<file path="src/rtl/iq_demod_seq_ctrl.sv">
// iq_demod_seq_ctrl: sequences one ADC sample through the shared FIR, I phase then Q phase, and decimates pairs.
// Latency: ready_adc 1 cycle after valid_adc seen in IDLE, I start at +2, Q start 1 cycle after I done, DONE 1 cycle after Q done.
// Backpressure: one accept per valid assertion; new rising edges while a sequence runs are dropped and flagged as overrun.
//
// Ports:
//   clk, reset       system clock, synchronous active-high reset
//   en               sequencer enable (checked only when leaving IDLE)
//   valid_adc        ADC sample valid level; sample_in is the sample
//   ready_adc        one-cycle accept pulse back to the ADC
//   fir_start        one-cycle start to the shared FIR; fir_sel 0=I,1=Q; fir_data latched sample
//   fir_done         FIR phase complete pulse (only looked at in WAIT_I / WAIT_Q)
//   out_valid        one-cycle strobe every DECIM completed I/Q pairs
//   busy             high in every state except IDLE and HOLD
//   ovr_clr/overrun  clear input and sticky dropped-sample flag
//   timeout_err      sticky FIR watchdog flag
//
// Build option: define FIR_WATCHDOG_EN to add a per-phase watchdog of TIMEOUT cycles.
// Without it, timeout_err is tied low and the WAIT states wait for fir_done indefinitely.

module iq_demod_seq_ctrl #(
   parameter int DW      = 12,
   parameter int DECIM   = 4,
   parameter int TIMEOUT = 64
) (
   input  logic          clk,
   input  logic          reset,
   input  logic          en,
   input  logic          valid_adc,
   input  logic [DW-1:0] sample_in,
   output logic          ready_adc,
   output logic          fir_start,
   output logic          fir_sel,
   output logic [DW-1:0] fir_data,
   input  logic          fir_done,
   output logic          out_valid,
   output logic          busy,
   input  logic          ovr_clr,
   output logic          overrun,
   output logic          timeout_err
);

   localparam int PW = (DECIM > 1) ? $clog2(DECIM) : 1;

   localparam logic [2:0] S_IDLE   = 3'd0;
   localparam logic [2:0] S_ACCEPT = 3'd1;
   localparam logic [2:0] S_RUN_I  = 3'd2;
   localparam logic [2:0] S_WAIT_I = 3'd3;
   localparam logic [2:0] S_RUN_Q  = 3'd4;
   localparam logic [2:0] S_WAIT_Q = 3'd5;
   localparam logic [2:0] S_DONE   = 3'd6;
   localparam logic [2:0] S_HOLD   = 3'd7;

   generate
      if (DECIM < 1 || TIMEOUT < 2) begin : g_param_check
         $error("iq_demod_seq_ctrl: DECIM must be >= 1 and TIMEOUT >= 2");
      end
   endgenerate

   logic [2:0]    state;
   logic [2:0]    state_nxt;
   logic [PW-1:0] pair_cnt;
   logic          pair_last;
   logic          valid_d;
   logic          valid_rise;
   logic [DW-1:0] sample_q;
   logic          wd_fire;
   logic          in_wait;

   assign pair_last  = (pair_cnt == PW'(DECIM - 1));
   assign valid_rise = valid_adc & ~valid_d;
   assign in_wait    = (state == S_WAIT_I) || (state == S_WAIT_Q);

`ifdef FIR_WATCHDOG_EN
   localparam int TW = $clog2(TIMEOUT);

   logic [TW-1:0] ph_cnt;
   logic [TW-1:0] ph_cnt_inc;
   logic          wd_err;

   assign ph_cnt_inc = ph_cnt + 1'b1;
   // Fires on the cycle the phase counter would reach TIMEOUT-1, so the flag and
   // the abort land together; a fir_done in that same cycle still wins.
   assign wd_fire    = in_wait && !fir_done && (ph_cnt_inc == TW'(TIMEOUT - 1));

   always_ff @(posedge clk) begin
      if (reset) begin
         ph_cnt <= '0;
         wd_err <= 1'b0;
      end else begin
         if ((state == S_RUN_I) || (state == S_RUN_Q)) begin
            ph_cnt <= '0;
         end else if (in_wait) begin
            ph_cnt <= ph_cnt_inc;
         end
         if (wd_fire) begin
            wd_err <= 1'b1;
         end
      end
   end

   assign timeout_err = wd_err;
`else
   assign wd_fire     = 1'b0;
   assign timeout_err = 1'b0;
`endif

   always_comb begin
      state_nxt = state;
      case (state)
         S_IDLE:   if (en && valid_adc) state_nxt = S_ACCEPT;
         S_ACCEPT: state_nxt = S_RUN_I;
         S_RUN_I:  state_nxt = S_WAIT_I;
         S_WAIT_I: begin
            if (fir_done)     state_nxt = S_RUN_Q;
            else if (wd_fire) state_nxt = valid_adc ? S_HOLD : S_IDLE;
         end
         S_RUN_Q:  state_nxt = S_WAIT_Q;
         S_WAIT_Q: begin
            if (fir_done)     state_nxt = S_DONE;
            else if (wd_fire) state_nxt = valid_adc ? S_HOLD : S_IDLE;
         end
         // Park in HOLD while the ADC still holds valid so the same assertion
         // cannot be accepted twice.
         S_DONE:   state_nxt = valid_adc ? S_HOLD : S_IDLE;
         S_HOLD:   if (!valid_adc) state_nxt = S_IDLE;
         default:  state_nxt = S_IDLE;
      endcase
   end

   always_ff @(posedge clk) begin
      if (reset) begin
         state    <= S_IDLE;
         pair_cnt <= '0;
         valid_d  <= 1'b0;
         sample_q <= '0;
         overrun  <= 1'b0;
      end else begin
         state   <= state_nxt;
         valid_d <= valid_adc;
         if (state == S_ACCEPT) begin
            sample_q <= sample_in;
         end
         if (state == S_DONE) begin
            pair_cnt <= pair_last ? '0 : pair_cnt + 1'b1;
         end
         // A fresh edge outside IDLE is a sample we will never take; set beats clear.
         if (valid_rise && (state != S_IDLE)) begin
            overrun <= 1'b1;
         end else if (ovr_clr) begin
            overrun <= 1'b0;
         end
      end
   end

   assign ready_adc = (state == S_ACCEPT);
   assign fir_start = (state == S_RUN_I) || (state == S_RUN_Q);
   assign fir_sel   = (state == S_RUN_Q) || (state == S_WAIT_Q);
   assign fir_data  = sample_q;
   assign out_valid = (state == S_DONE) && pair_last;
   assign busy      = (state != S_IDLE) && (state != S_HOLD);

endmodule
</file>
<file path="config.mk">
export PLATFORM = sky130hd
export DESIGN_NAME = iq_demod_seq_ctrl
export DESIGN_NICKNAME = d
export VERILOG_FILES = /design/src/rtl/iq_demod_seq_ctrl.sv
export SDC_FILE = /design/constraint.sdc
export NUM_CORES = 1
export LEC_CHECK = 0
export CORE_MARGIN = 10
export CORE_UTILIZATION = 58
export CTS_CLUSTER_DIAMETER = 50
export DETAILED_ROUTE_END_ITERATION = 7
export DONT_BUFFER_PORTS = 1
export GPL_TIMING_DRIVEN = 0
export PLACE_DENSITY = 0.74
export SLEW_MARGIN = 20
export SYNTH_ARGS = -nofsm -noshare
export SYNTH_HDL_FRONTEND = slang
export SYNTH_SLANG_ARGS = --single-unit
</file>
<file path="constraint.sdc">
create_clock -name clk -period 1.35 [get_ports clk]
set_input_delay 0.0675 -clock clk [delete_from_list [all_inputs] [get_ports clk]]
set_output_delay 0.0675 -clock clk [all_outputs]
set_load 0.01 [all_outputs]
</file>
==> results of run 1 <==
kinds of logic after synthesis:
group / count (synthesis) / share of synthesized area
AND/OR/NAND/NOR: 43 / 0.242
AO/OA/AOI/OAI: 20 / 0.138
flip-flops: 19 / 0.468
buffers and inverters: 12 / 0.0954
adder cells (fa/ha/maj): 2 / 0.0292
other: 1 / 0.00461
XOR/XNOR: 1 / 0.0108
multiplexers: 1 / 0.0123
critical path, delay by kind of cell (launching register included):
family                 cells  cell delay, ps
AND/OR/NAND/NOR            1             410
buffers and inverters      2             200
flip-flops                 1             370
registers in the layout, summed over array words and instances (netlist names):
name	flops
fir_data	12
pair_cnt	2
valid_d	1
overrun	1
state	3
worst max-delay path by stage:
stage                                     end  slack, ps                  start  cells after the start
floorplan           fir_data[10]$_SDFFE_PP0P_        120  state[2]$_SDFFE_PP0P_                      5
CTS                                 ready_adc         20  state[2]$_SDFFE_PP0P_                      3
global route                        ready_adc        -30  state[2]$_SDFFE_PP0P_                      3
global placement     fir_data[2]$_SDFFE_PP0P_         50  state[2]$_SDFFE_PP0P_                      5
detailed placement  fir_data[11]$_SDFFE_PP0P_         20  state[2]$_SDFFE_PP0P_                      6
finish                              ready_adc         10  state[2]$_SDFFE_PP0P_                      3
Yosys cell counts:
cell | instances | area [sq um]
o21ai_0 | 1 | 5.00
nor2b_1 | 1 | 6.26
or3_1 | 1 | 6.26
a21oi_1 | 15 | 75.1
buf_2 | 2 | 10.0
a31oi_1 | 1 | 6.26
buf_4 | 1 | 7.51
ha_1 | 1 | 12.5
nand3_1 | 2 | 10.0
or3b_2 | 1 | 8.76
o211ai_1 | 1 | 7.51
clkinv_2 | 1 | 5.00
xnor2_1 | 1 | 8.76
nand4_1 | 1 | 6.26
mux2i_1 | 1 | 10.0
or3b_4 | 1 | 11.3
nor2_1 | 5 | 18.8
buf_1 | 1 | 3.75
nand3b_1 | 1 | 7.51
a2111oi_1 | 1 | 10.0
and3_2 | 1 | 7.51
inv_4 | 1 | 6.26
inv_2 | 1 | 3.75
clkbuf_1 | 1 | 3.75
conb_1 | 1 | 3.75
dfxtp_1 | 19 | 380
nand2_1 | 26 | 97.6
inv_1 | 1 | 3.75
nor3_1 | 2 | 10.0
maj3_2 | 1 | 11.3
a2111oi_0 | 1 | 8.76
nand2b_1 | 1 | 6.26
buf_6 | 3 | 33.8
timing repair:
action / CTS / global route
gates resized for setup: 3 / 3
pin swaps: 1 / 0
endpoints found under the hold margin: 16 / 0
setup endpoints to repair: 2 / 3
hold buffers: 15 / 0
gates cloned: 1 / 0
setup buffers: 3 / 0
area by class of cell:
class                           count  area, sq um
Buffer                              7         47.5
Clock buffer                        3         22.5
Clock inverter                      1         5.00
Fill cell                          93          275
Inverter                            4         22.5
Multi-Input combinational cell     68          363
Sequential cell                    19          385
Tap cell                           15         18.8
Timing Repair Buffer               19          178
stage by stage:
stage               worst slack, ps  cell area [sq um]  instances  utilization
finish                         10.9               1040        136        0.791
global route                  -31.1               1040        136        0.791
CTS                            16.0               1030        136        0.784
detailed placement             17.1                832        114        0.632
global placement               51.0                832        114        0.632
floorplan                       116                813         99            -
layer usage:
metal	GRT usage	vias to the layer above	routed length, microns
li1	-	371	-
met1	0.121	336	791
met2	0.242	33	1090
met3	0.0730	2	262
met4	0.0403	0	13
met5	0	-	0
where the power goes:
group	switching, mW	internal [mW]	leakage, nW
combinational	0.191	0.164	0.225
sequential	0.0559	0.618	0.156
clock	0.177	0.110	0.0177
total	0.423	0.892	0.399
==> impl_results.md, run 1 <==
* Post-DR wirelength/cell at 15.9 microns
* Clk root buf: clkbuf_4
* Detail Route Antenna Nets at 0
* Reg-to-Reg End: state[0]$_SDFFE_PP0P_
* Die Ht at 57.4 microns
* Dpl hpwl at 1350 microns
* Gr usage total at 0.132
* Worst R2R Path Depth at 4
* Pin count of the biggest net entering global routing at 12
* IO Count at 37
* Starting density of the core at 0.617
* Site row count at 13
* Worst path required time at 1280 ps
* Max Clk Rate at 0.747 GHz
* Clk_skew at 6.21 ps
* Largest stage delay, worst path at 410 ps
* CP cell instances: or3b_4 -> clkinv_4 -> buf_6
* CTS tree: yes
* Layout cells sized above 1 at 0.198
* Setup TNS at 0 ps
* Commonest non-fill, non-tap cell in the layout: nand2_1
* Tcrit/Tclk final at 0.992
* Final Max Tran Viols at 0
* Antenna diode count at 0
* GR Overflow Total at 0
* Crit-path max FO at 5
* Hold slack at 29.3 ps
* Gp weighted congestion at 0.678
* Synthesized Nets at 118
* Worst VDD drop at 937 uV
* Synth Register Bits at 19
* LEAKAGE at 0.399 nW
* Maxcap violations at 0
* Antenna violations before repair at 0
* Min cycle time layout at 1340 ps
* Pre-antenna DRT Iters at 5
* RSZ-0062 raised after global routing: yes
* First-pass GRT wire length at 3570 microns
* Drt initial violations at 9
* Worst hold path class: in -> reg
* Core area at 1320 sq um
* Total power at 1.31 mW
* Final wirelength at 2160 microns
* Synthesized area at 813 sq um
* Vias in the first global route at 756
* Pwr/cell area at 1260 nW/um^2
* DR vias at 742
* Avg Synthesized Cell Area at 8.21 sq um
* Slowest cell on crit path: or3b_4
* Worst hold start: valid_adc
* R2R setup slack at 70 ps
* CP Launch Type: register
* Die Span X at 57.4 microns
* Reg2reg start: state[1]$_SDFFE_PP0P_
* Ys Warns at 0
* Register area share after synthesis at 0.468
* Most frequent cells in the layout: 26 x nand2_1, 17 x dfxtp_1, 15 x a21oi_1, 15 x dlygate4sd3_1
* Sink Count at 19
* Status: complete, no violations
* IO buf count at 0
* Hold Path End: state[0]$_SDFFE_PP0P_
* Crit path DAT at 1270 ps
* Skew-Pair Late Insertion Delay at 290 ps
* Worst hold stages at 2
* Critical Path End Type: output pin
* Crit Path Class: reg -> out
* Die ar. at 3300 sq um
* Total CTS buffers at 3
* Setup violators final at 0
* Synth Instances at 99
* Worst-path clk slew at 110 ps
* Clock Tree Buf Depth at 2
* Area grow syn2layout at 28.2%
* CTS H-tree lvls at 1
* DRC viols at 0
* Synth cell types at 33
* Net count, final at 141
* Vias/cell at 5.46
* Final hold vios at 0
(Power assumes the default switching activity.)
==> run 2: changes to the inputs <==
--- a/config.mk
+++ b/config.mk
@@ -12,6 +12,7 @@
 export DONT_BUFFER_PORTS = 1
 export GPL_TIMING_DRIVEN = 0
 export PLACE_DENSITY = 0.74
+export SETUP_SLACK_MARGIN = 0.15
 export SLEW_MARGIN = 20
 export SYNTH_ARGS = -nofsm -noshare
 export SYNTH_HDL_FRONTEND = slang
==> run 2 against run 1 <==
Against the previous run:
- the run now ends with negative setup slack left
- first-iteration DRC count increased by 56%
- register-to-register slack lost 140 ps
- sequential power is 0.6% higher
- clock-buffer cell count is the same
- routed wire length increased by 26%
- sequential share of layout area is 5.7 points lower
- die area unchanged
- cell count increased by 5.9%
- clock skew about the same
- flip-flop and latch count stayed put
- critical path type is now reg -> reg
- critical endpoint is now fir_data[8]$_SDFFE_PP0P_
- largest power group unchanged
==> impl_results.md, run 2 (synthesis gave the netlist of run 1 again) <==
* LEAKAGE at 0.471 nW (+18%)
* CTS tree: yes
* DR vias at 828 (+12%)
* Site row count at 13 (unchanged)
* Clk root buf: clkbuf_4
* Die ar. at 3300 sq um (unchanged)
* Most frequent cells in the layout: 24 x nand2_1, 17 x dfxtp_1, 15 x dlygate4sd3_1, 10 x a21oi_1, 9 x buf_4
* Sequential Power Share at 0.448 (-0.064)
* Area of the multi-input gates at 433 sq um (+19%)
* Sink Count at 19 (unchanged)
* Vias/cell at 5.75 (+5.4%)
* Skew-Pair Late Insertion Delay at 310 ps (+20 ps)
* Comb power frac at 0.354 (+0.085)
* CTS H-tree lvls at 1 (unchanged)
* Area grow syn2layout at 50.6%
* DRC viols at 0 (unchanged)
* Post-DR wirelength/cell at 18.8 microns (+19%)
* Gp weighted congestion at 0.707 (+4.4%)
* Pwr/cell area at 1230 nW/um^2 (-2.1%)
* Worst path required time at 1540 ps (+260 ps)
* Worst-path clk slew at 110 ps (about the same)
* First-pass GRT wire length at 4170 microns (+17%)
* Max FFs per register at 12 (unchanged)
* Switching share of power at 0.333 (+0.0107)
* Tcrit/Tclk final at 1.05 (+0.0610)
* Pre-antenna DRT Iters at 4 (-1)
* Die Span X at 57.4 microns (unchanged)
* Vias in the first global route at 857 (+13%)
* Clock Tree Buf Depth at 2 (unchanged)
* Crit-path max FO at 10 (+5)
* GR Overflow Total at 0 (unchanged)
* Drt initial violations at 14 (+5)
* Antenna diode count at 0 (unchanged)
* Dpl hpwl at 1310 microns (-3.0%)
* Clock share of power at 0.197 (-0.021)
* Failing checks: negative setup slack
* DP Worst Slack at 43.9 ps (+26.7 ps)
* Pin count of the biggest net entering global routing at 12 (unchanged)
* CP Launch Type: register
* Worst hold path class: in -> reg
* RSZ-0062 raised after global routing: yes
* Detail Route Antenna Nets at 0 (unchanged)
* Worst Setup Slack, final at -71.5 ps (-82.4 ps)
* IO buf count at 0 (unchanged)
* Worst VDD drop at 855 uV (-8.7%)
* Final core occ at 0.930 (+0.139)
* Worst slew pin tran at 510 ps
* Clk_skew at 5.81 ps (-0.403 ps)
* Layout cells sized above 1 at 0.341 (+0.143)
* Starting density of the core at 0.617 (unchanged)
* IO Count at 37 (unchanged)
* Crit path DAT at 1610 ps (+340 ps)
* Max Clk Rate at 0.703 GHz (-5.8%)
* Final hold vios at 0 (unchanged)
* Core area at 1320 sq um (unchanged)
* Maxcap violations at 0 (unchanged)
* Total CTS buffers at 3 (unchanged)
* Min cycle time layout at 1420 ps (+82.4 ps)
* P_sw at 503 uW (+19%)
* Critical Path End Type: register
* Crit Path Class: reg -> reg
* Final wirelength at 2710 microns (+26%)
* Commonest non-fill, non-tap cell in the layout: nand2_1
* Gr usage total at 0.159 (+0.0270)
* Setup violators final at 16 (+16)
* Status: complete, but fails checks
* Int Pwr at 1.01 mW (+13%)
* Total power at 1.51 mW (+15%)
* Die Ht at 57.4 microns (unchanged)
* Final Max Tran Viols at 0 (unchanged)
* Sequential cell area at 383 sq um (-0.65%)
* Net count, final at 149 (+5.7%)
* Max_slew headroom at 0.660
* FILL cells at 51 (-45%)
* Antenna violations before repair at 0 (unchanged)
-- run 2: power groups by stage --
stage	clock network (mW)	registers, mW	logic [mW]
global placement	0	0.685	0.287
CTS	0.295	0.675	0.469
finish	0.298	0.678	0.536
detailed placement	0	0.686	0.294
global route	0.329	0.686	0.571
floorplan	0	0.675	0.251
-- run 2: worst paths after layout --
kind                                               start                       end  slack (ps)  cells after the start
worst max-delay path               state[2]$_SDFFE_PP0P_  fir_data[8]$_SDFFE_PP0P_         -70                      6
worst min-delay path                            fir_done     state[1]$_SDFFE_PP0P_          30                      3
worst max register to register     state[2]$_SDFFE_PP0P_  fir_data[8]$_SDFFE_PP0P_         -70                      6
worst min register to register  pair_cnt[0]$_SDFFE_PP0N_  pair_cnt[0]$_SDFFE_PP0N_         510                      2
-- run 2: layout make-up --
class | instances | area share
Multi-Input combinational cell | 68 | 0.353
Timing Repair Buffer | 26 | 0.220
Sequential cell | 19 | 0.313
Clock inverter | 1 | 0.00409
Tap cell | 15 | 0.0153
Inverter | 4 | 0.0184
Buffer | 8 | 0.0582
Clock buffer | 3 | 0.0184
-- run 2: repair_timing --
action	CTS	global route
endpoints found under the hold margin	16	0
setup endpoints to repair	16	21
buffers inserted	9	1
pin swaps	8	8
cloned	1	0
gates resized for setup	17	11
hold buffers	15	0
-- run 2: worst max-delay path, cell delays in order (launching register included) --
cell     delay (ps)
dfxtp_2         340
buf_6           120
or3b_4          400
buf_4           160
buf_6           130
nand2_1          80
a21oi_2          60
-- run 2: through the flow --
step	std cells	area [sq um]	hold WS [ps]	setup TNS, ps
after floorplan	99	823	196	0
after global placement	114	842	198	0
after detailed placement	114	842	207	0
after CTS	143	1180	0.874	-229
after global routing	144	1220	24.2	-1240
final	144	1220	31.4	-590
-- run 2: layer usage --
layer,wire [microns],GRT usage
met1,1010,0.149
met2,1340,0.276
met3,285,0.0752
met4,82,0.0940
met5,0,0
==> run 3: changes to the inputs <==
==> constraint.sdc (replaced) <==
create_clock -name clk -period 1.41 [get_ports clk]
set_input_delay 0.282 -clock clk [delete_from_list [all_inputs] [get_ports clk]]
set_output_delay 0.282 -clock clk [all_outputs]
set_load 0.01 [all_outputs]
==> run 3 against run 2 <==
Against the previous run:
- the flow still finishes with violations (negative setup slack)
- total power down 11%
- clock skew down 5.4 ps
- worst hold slack better by 79 ps
- sequential share of layout area up 6.5 points
- clock power down 9.1%
- worst setup slack worse by 84 ps
- critical endpoint is now ready_adc
- largest cell class unchanged
- highest routed layer unchanged
==> impl_results.md, run 3 (synthesis gave the netlist of run 1 again) <==
* Tcrit/Tclk final at 1.11
* Max_slew headroom at 0.630 (-0.0302)
* Pre-antenna DRT Iters at 4 (unchanged)
* Clock Tree Buf Depth at 2 (unchanged)
* CTS tree: yes
* Critical Path End Type: output pin
* Worst path required time at 1130 ps (-410 ps)
* Worst hold start: sample_in[6]
* Min cycle time layout at 1570 ps
* Starting density of the core at 0.617 (unchanged)
* Worst Setup Slack, final at -156 ps (-84.1 ps)
* DR vias at 693 (-16%)
* Pwr/cell area at 1330 nW/um^2 (+7.8%)
* First-pass GRT wire length at 3180 microns (-24%)
* Die ar. at 3300 sq um (unchanged)
* Crit path DAT at 1280 ps (-330 ps)
* Final non-filler cell total at 124 (-14%)
* Failing checks: negative setup slack
* Antenna diode count at 0 (unchanged)
* Gr usage total at 0.119 (-0.0403)
* Worst Setup SP: state[2]$_SDFFE_PP0P_
* Core area at 1320 sq um (unchanged)
* Max FFs per register at 12 (unchanged)
* Pin count of the biggest net entering global routing at 12 (unchanged)
* Skew-Pair Late Insertion Delay at 290 ps (-20 ps)
* Detail Route Antenna Nets at 0 (unchanged)
* Final wirelength at 1990 microns (-27%)
* Crit Path Class: reg -> out
* Drt initial violations at 10 (-4)
* Site row count at 13 (unchanged)
* Final Max Tran Viols at 0 (unchanged)
* CP Launch Type: register
* Maxcap violations at 0 (unchanged)
* Area grow syn2layout at 24.2%
* Worst VDD drop at 780 uV (-8.8%)
* Vias/cell at 5.59 (-2.8%)
* Clk_skew at 0.415 ps (-5.39 ps)
* IO Count at 37 (unchanged)
* Total CTS buffers at 3 (unchanged)
* Most frequent cells in the layout: 26 x nand2_1, 18 x dfxtp_1, 11 x a21oi_1, 5 x buf_6, 5 x buf_4
* FILL cells at 105 (+110%)
* Dpl hpwl at 1360 microns (+3.4%)
* Worst hold path class: in -> reg
* Commonest non-fill, non-tap cell in the layout: nand2_1
* Worst slew pin tran at 541 ps (+31.4 ps)
* Crit-path max FO at 5 (-5)
* DRC viols at 0 (unchanged)
* Max Clk Rate at 0.639 GHz
* Clk root buf: clkbuf_4
* Layout cells sized above 1 at 0.312 (-0.0292)
* GR Overflow Total at 0 (unchanged)
* Status: complete, but fails checks
* CTS H-tree lvls at 1 (unchanged)
* LEAKAGE at 0.371 nW (-21%)
* Final hold vios at 0 (unchanged)
* RSZ-0062 raised after global routing: yes
* IO buf count at 0 (unchanged)
* Gp weighted congestion at 0.690 (-2.4%)
* Antenna violations before repair at 0 (unchanged)
* Sink Count at 19 (unchanged)
* Post-Place Cells at 114 (unchanged)
* Die Span X at 57.4 microns (unchanged)
* Vias in the first global route at 704 (-18%)
* Worst-path clk slew at 110 ps (about the same)
* Post-DR wirelength/cell at 16.1 microns (-15%)
* Reg2reg start: state[2]$_SDFFE_PP0P_
* Total power at 1.34 mW (-11%)
* Die Ht at 57.4 microns (unchanged)
* Setup violators final at 15 (-1)
* Net count, final at 129 (-13%)
[run 3: critical path, stage by stage (launching register included)]
cell and delay (ps):
dfxtp_2 330, buf_6 100, or3b_4 390, clkinv_4 60, buf_8 110
[run 3: area by class of cell]
type	instances	area, sq um	share of cell area
inverter	4	22.5	0.0223
multi-input combinational	68	410	0.406
buffer	8	75.1	0.0743
tap	15	18.8	0.0186
timing repair buffer	6	73.8	0.0731
clock buffer	3	22.5	0.0223
clock inverter	1	5.00	0.00496
sequential	19	382	0.378
[run 3: stage by stage]
step | instance area, sq um | TNS, ps | setup slack, ps | hold slack (ps) | util
floorplan | 817 | 0 | 138 | 410 | -
global placement | 836 | 0 | 98.8 | 413 | 0.634
detailed placement | 836 | 0 | 99.3 | 425 | 0.634
CTS | 980 | -679 | -181 | 102 | 0.744
global route | 1010 | -1550 | -198 | 102 | 0.766
finish | 1010 | -711 | -156 | 110 | 0.766
[run 3: metal layers]
metal  GRT usage  routed length [microns]  part of all wire  vias up
met2       0.215                     1020              0.51       22
li1            -                        -                 -      351
met5           0                        0                 0        -
met4      0.0503                        8            0.0040        0
met3      0.0686                      225              0.11        2
met1       0.105                      733              0.37      318
[run 3: power by group]
part / internal (mW) / switching [mW]
clock network: 0.105 / 0.166
logic: 0.219 / 0.209
registers: 0.592 / 0.0526
[run 3: timing repair]
item,4_1_cts,5_1_grt
buffers inserted,4,1
hold buffers,0,0
gates resized for setup,15,6
hold endpoints to repair,0,0
pin swaps,6,3
cloned,1,0
setup endpoints to repair,16,21
[run 3: path summary, 6_finish.rpt]
check | endpoint | slack, ps | cells past startpoint
setup / recovery | ready_adc | -160 | 4
hold / removal | fir_data[6]$_SDFFE_PP0P_ | 110 | 2
setup reg to reg | fir_data[5]$_SDFFE_PP0P_ | -60 | 7
hold reg to reg | pair_cnt[0]$_SDFFE_PP0N_ | 510 | 2
